`src/rtl/seq_div_restoring_pkg.sv`:
```
// Shared ALU definitions: divider FSM state encoding and default datapath width.
package seq_div_restoring_pkg;

  localparam int unsigned ALU_W = 4;

  typedef enum logic [1:0] {
    S_IDLE = 2'd0,
    S_RUN  = 2'd1,
    S_DONE = 2'd2
  } state_t;

endpackage

```
`src/rtl/seq_div_restoring_sub_step.sv`:
```
// One restoring-division step: trial subtract T - {0,D} as T + ~{0,D} + 1, then restore or keep.
module div_sub_step #(
  parameter int unsigned W = 4
) (
  input  logic [W:0]   t,
  input  logic [W-1:0] d,
  output logic [W:0]   next_r,
  output logic         q_bit
);

  logic [W+1:0] sum;

  // Carry-out of the (W+1)-bit add is the no-borrow flag.
  assign sum    = {1'b0, t} + {1'b0, ~{1'b0, d}} + (W+2)'(1);
  assign q_bit  = sum[W+1];
  assign next_r = q_bit ? sum[W:0] : t;

endmodule

```
`src/rtl/seq_div_restoring.sv`:
```
// Multi-cycle unsigned restoring divider with start/done handshake and divide-by-zero flag.
module seq_div_restoring
  import seq_div_restoring_pkg::*;
#(
  parameter int unsigned WIDTH = ALU_W
) (
  input  logic             clk,
  input  logic             rst_n,
  input  logic             start,
  input  logic [WIDTH-1:0] dividend,
  input  logic [WIDTH-1:0] divisor,
  output logic             busy,
  output logic             done,
  output logic [WIDTH-1:0] quotient,
  output logic [WIDTH-1:0] remainder,
  output logic             div_by_zero
);

  localparam int unsigned CNT_W = $clog2(WIDTH + 1);

  state_t           state;
  logic [CNT_W-1:0] cnt;
  logic [WIDTH-1:0] d_reg;
  logic [WIDTH-1:0] q_reg;
  logic [WIDTH:0]   r_reg;
  logic             dz_reg;

  logic [WIDTH:0]   t;
  logic [WIDTH:0]   next_r;
  logic             q_bit;
  logic             r_msb_unused;

  // Top partial-remainder bit is shifted out each step; it never feeds T.
  assign r_msb_unused = r_reg[WIDTH];
  assign t            = {r_reg[WIDTH-1:0], q_reg[WIDTH-1]};

  div_sub_step #(.W(WIDTH)) u_step (
    .t      (t),
    .d      (d_reg),
    .next_r (next_r),
    .q_bit  (q_bit)
  );

  always_ff @(posedge clk or negedge rst_n) begin
    if (!rst_n) begin
      state       <= S_IDLE;
      cnt         <= '0;
      d_reg       <= '0;
      q_reg       <= '0;
      r_reg       <= '0;
      dz_reg      <= 1'b0;
      busy        <= 1'b0;
      done        <= 1'b0;
      quotient    <= '0;
      remainder   <= '0;
      div_by_zero <= 1'b0;
    end else begin
      done <= 1'b0;
      case (state)
        S_IDLE, S_DONE: begin
          if (start) begin
            d_reg  <= divisor;
            q_reg  <= dividend;
            r_reg  <= '0;
            dz_reg <= (divisor == '0);
            cnt    <= CNT_W'(WIDTH);
            busy   <= 1'b1;
            state  <= S_RUN;
          end else begin
            state <= S_IDLE;
          end
        end
        S_RUN: begin
          r_reg <= next_r;
          q_reg <= {q_reg[WIDTH-2:0], q_bit};
          cnt   <= cnt - CNT_W'(1);
          // Final step: publish results straight from the step outputs.
          if (cnt == CNT_W'(1)) begin
            state       <= S_DONE;
            busy        <= 1'b0;
            done        <= 1'b1;
            quotient    <= {q_reg[WIDTH-2:0], q_bit};
            remainder   <= next_r[WIDTH-1:0];
            div_by_zero <= dz_reg;
          end
        end
        default: begin
          state <= S_IDLE;
          busy  <= 1'b0;
        end
      endcase
    end
  end

endmodule

```
`config.mk`:
```
export PLATFORM = sky130hd
export DESIGN_NAME = seq_div_restoring
export DESIGN_NICKNAME = d
export VERILOG_FILES = /design/src/rtl/seq_div_restoring_pkg.sv /design/src/rtl/seq_div_restoring_sub_step.sv /design/src/rtl/seq_div_restoring.sv
export SDC_FILE = /design/constraint.sdc
export NUM_CORES = 1
export LEC_CHECK = 0
export ABC_AREA = 1
export BUFFER_PORTS_ARGS = -buffer_cell sky130_fd_sc_hd__buf_2
export CAP_MARGIN = 20
export CORE_MARGIN = 2
export CORE_UTILIZATION = 49
export DETAILED_ROUTE_END_ITERATION = 8
export PLACE_DENSITY = 0.78
export SYNTH_ARGS = -nofsm -noshare
export SYNTH_HDL_FRONTEND = slang
export SYNTH_SLANG_ARGS = --single-unit
```
`constraint.sdc`:
```
create_clock -name clk -period 1.3 [get_ports clk]
set_input_delay 0.065 -clock clk [delete_from_list [all_inputs] [get_ports clk]]
set_output_delay 0.065 -clock clk [all_outputs]
set_load 0.01 [all_outputs]
```
==> out/results.md <==
* 115.1% — part of the cycle the worst path needs
* q_reg[0] — end point of the most critical hold path
* 0 — gr ovfl total
* q_reg[3] — Reg2Reg Launch Point
* 0 — max-cap viol count
* 1310 — detailed-route via count
* 0.001403 mm^2 — combined area of all synthesized cells
* 0.006636 ns — clk_skew
* 160 — number of instances in the synthesized netlist
* finished with violations — result of the run
* 0.001684 mm^2 — instance area at placement
* 2170 um — post-detail-place hpwl
* 1.081 nW — Pleak
* 185 — Fillers
* r_reg[1] — end of the worst register-to-register path
* 57.50 um — y dimension of the die
* negative setup slack — violated checks
* 0 — final number of max-transition violations
* primary input to register — worst min-delay path category
* 3 — number of buffer and inverter instances along the worst setup path
* 1.59 ns — CP Data Required Time
* sky130_fd_sc_hd__dfrtp_1 — dominant synthesized flop cell
* 3086 mW/mm^2 — power per standard cell area
* yes — setup repair after global routing missed its margin
* 19 — std cell rows
* 49.24% — growth of design area from synthesis to finish
* 0.35 ns — Worst-Skew Late Latency
* register — nature of the critical path endpoint
* 46.85% — ratio of cells with drive above 1 in the final layout
* 0.8915 — GPL Wtd Cong
* 30 — largest net degree at the start of global routing
* 0 — initial antenna violation count
* 1.78 ns — Critical Path AT
* inv_2 > ha_4 > inv_2 > fa_2 > inv_2 > nand2_2 > nand3_1 > nand2_1 — chain of cells forming the critical path
* sky130_fd_sc_hd__dfrtp_1 (52%), sky130_fd_sc_hd__nand2_1 (13%), sky130_fd_sc_hd__inv_1 (6.2%), sky130_fd_sc_hd__ha_1 (5.4%), sky130_fd_sc_hd__nand3_1 (3.9%) — ranking of synthesized cells by area
* 100.0% — Async S/R FF share, synth
* 8 — total number of cells along the worst setup path
* 2 — maximum buffer depth of the clock tree
* 0.09 ns — clock-pin slew on the worst setup and hold paths
* 0.002734 mm^2 — core region area
* 178 — Synthesized Nets
* 0.6685 GHz — timing-limited maximum frequency
* 21 — Buffers on Ports
* 5 — number of buffers added by the clock tree synthesis step
* 8 — worst reg-to-reg path cell count
* 24 — Netlist cell types
* 0 — yosys synthesis warning count
* 0.001941 V — largest voltage drop on the vdd net
* 0.6482 ns — measured slew at the worst slew-check pin
* 0 — Post-synth EDFFs
* 22 — Top Ports
* sky130_fd_sc_hd__nand2_1 — most instantiated library cell after synthesis
* 56.79% — tightest slew margin relative to the limit
* sky130_fd_sc_hd__nand2_1 (49), sky130_fd_sc_hd__dfrtp_1 (29), sky130_fd_sc_hd__inv_1 (23) — cell types with the highest counts after synthesis
* 51.74% — sequential cell area fraction in the yosys report
* 1.496 ns — minimum clock period after layout
* 4 — first-pass detailed-route iteration total
* 5.178 — routed via count divided by cell count
* -0.1958 ns — least setup slack across all paths after layout
* -0.20 ns — register-to-register setup slack
* dividend[0] — worst hold path startpoint
* sky130_fd_sc_hd__dfrtp_1 — cell accounting for the most synthesized area
* 0.002093 mm^2 — final std cell area, no fill
* 29 — CTS Sinks
* 57.50 um — overall die width
* 0 — count of unresolved DRC violations after routing
* 2 — Crit Path Max Fanout
* 22.73% — GRT Util Overall
* 76.57% — final standard cell utilization of the core
* 239 — number of nets in the finished design
* 29 — synthesis-stage register bit count
* sky130_fd_sc_hd__fa_2 — slowest cell on the critical path
* 0.52 ns — highest cell delay on the worst timing path
* 13.89 um — routed len/inst
* 51.74% — proportion of netlist area held by the largest area contributor
* 3 — WHS Path Cells
* 3514 um — drt total wl
* sky130_fd_sc_hd__clkbuf_4 — master cell of the clock root buffer
* adder cells — dominant delay contributor by cell family on the critical path
* 0.003306 mm^2 — Die Footprint
* register — Worst setup SP type
* 1333 — vias in the first global route
* register to register — class of the most critical setup path
* 51.30% — Initial Utilization
* yes — TritonCTS clock tree
* 27 — number of violations reported at the end of detailed-routing iteration 0
* 0 — hold violation count in the final report
* sky130_fd_sc_hd__inv_2 — most frequent cell on the critical path
* 2 — maximum level of the CTS H-tree
* 0 — number of antenna repair diodes
* 10 — final setup violation count
* 8.766 um^2 — mean post-synth cell area
* 0 — antenna violation net count after detailed routing
* 5575 um — wire length of the first global-routing pass
[cell usage in the layout, fill, tap and decap left out]
cell | netlist | final
sky130_fd_sc_hd__inv_6 | 0 | 1
sky130_fd_sc_hd__nand4_1 | 3 | 3
sky130_fd_sc_hd__xor2_2 | 0 | 1
sky130_fd_sc_hd__inv_1 | 23 | 14
sky130_fd_sc_hd__or2_2 | 1 | 1
sky130_fd_sc_hd__a21boi_0 | 1 | 1
sky130_fd_sc_hd__nand3_2 | 0 | 6
sky130_fd_sc_hd__clkinv_2 | 0 | 1
sky130_fd_sc_hd__inv_4 | 2 | 2
sky130_fd_sc_hd__dfrtp_1 | 29 | 29
sky130_fd_sc_hd__nand3_1 | 11 | 2
sky130_fd_sc_hd__o21ai_1 | 1 | 2
sky130_fd_sc_hd__o22ai_1 | 2 | 2
sky130_fd_sc_hd__buf_4 | 0 | 25
sky130_fd_sc_hd__buf_6 | 1 | 2
sky130_fd_sc_hd__nand3_4 | 0 | 3
sky130_fd_sc_hd__fa_2 | 0 | 1
sky130_fd_sc_hd__buf_2 | 1 | 21
sky130_fd_sc_hd__dlygate4sd3_1 | 0 | 9
sky130_fd_sc_hd__ha_4 | 0 | 5
sky130_fd_sc_hd__clkbuf_4 | 0 | 5
sky130_fd_sc_hd__nand2_1 | 49 | 38
sky130_fd_sc_hd__ha_1 | 6 | 1
sky130_fd_sc_hd__inv_2 | 1 | 9
sky130_fd_sc_hd__nor2_4 | 2 | 4
sky130_fd_sc_hd__a21oi_1 | 1 | 1
sky130_fd_sc_hd__o21ai_0 | 11 | 9
sky130_fd_sc_hd__nand2_4 | 0 | 1
sky130_fd_sc_hd__nor2_1 | 6 | 4
sky130_fd_sc_hd__o21ai_2 | 2 | 3
sky130_fd_sc_hd__a21oi_4 | 1 | 1
sky130_fd_sc_hd__o211ai_1 | 3 | 3
sky130_fd_sc_hd__clkbuf_8 | 0 | 2
sky130_fd_sc_hd__nand2_2 | 0 | 10
[worst reg2reg max path, delay by kind of cell (launching register included)]
kind | cells | cell delay (ns)
adders and majority gates | 2 | 0.66
DFF | 1 | 0.38
and+or+nand+nor | 3 | 0.24
buffers and inverters | 3 | 0.16
[layout make-up]
type / count / area, um^2 / share of cell area [%]
sequential: 29 / 725.7 / 34.67
timing repair buffer: 57 / 405.4 / 19.37
clock inverter: 1 / 5.005 / 0.2391
inverter: 26 / 107.6 / 5.140
tap: 31 / 38.79 / 1.853
multi-input combinational: 102 / 745.7 / 35.62
clock buffer: 7 / 65.06 / 3.108
[layer usage]
layer  global-route usage [%]  vias to the layer above  share of wire (%)
li1                         -                      626                  -
met1                    24.48                      639                 42
met2                    39.94                       33                 51
met3                    5.215                       12                4.1
met4                    13.95                        0                2.8
met5                        0                        -                  0
[worst max path at each step]
stage / startpoint / slack [ns] / to
floorplan: d_reg[0] / -0.06 / remainder[1]
CTS: q_reg[3] / -0.14 / r_reg[1]
global route: q_reg[3] / -0.27 / remainder[2]
detailed placement: d_reg[3] / -0.20 / remainder[0]
finish: q_reg[3] / -0.20 / r_reg[1]
global placement: d_reg[3] / -0.13 / remainder[0]
[where the power goes]
part	internal (mW)	switching, mW	leakage, nW
Clock	0.313	0.322	0.0413
Sequential	1.33	0.263	0.359
Combinational	1.92	2.31	0.681
Total	3.57	2.89	1.08
[logic make-up after synthesis]
kind of cell             count (synthesis)  synth area share, %
AND/OR/NAND/NOR                         72                22.03
buffers and inverters                   29                8.741
flip-flops                              29                51.74
AO/OA/AOI/OAI                           22                10.08
adder cells (fa/ha/maj)                  7                6.780
XOR/XNOR                                 1               0.6246
[metrics by stage]
| step | cells | hold slack, ns | worst slack, ns | setup TNS (ns) | power (mW) |
|---|---|---|---|---|---|
| floorplan | 160 | -0.2306 | -0.05903 | -0.2180 | 3.439 |
| global placement | 227 | 0.1168 | -0.1269 | -0.7472 | 4.323 |
| detailed placement | 227 | 0.1271 | -0.2009 | -1.324 | 4.467 |
| CTS | 249 | 0.003723 | -0.1422 | -0.8718 | 5.775 |
| global route | 253 | 0.06052 | -0.2660 | -2.034 | 6.944 |
| finish | 253 | 0.03636 | -0.1958 | -1.354 | 6.459 |
[repair_timing]
item,in CTS,in global routing
cloned,0,0
hold buffers,9,0
setup endpoints to repair,10,16
buffers inserted,5,5
hold endpoints to repair,35,0
gates resized for setup,25,21
pin swaps,17,13
Power figures use the tool's default switching activity.
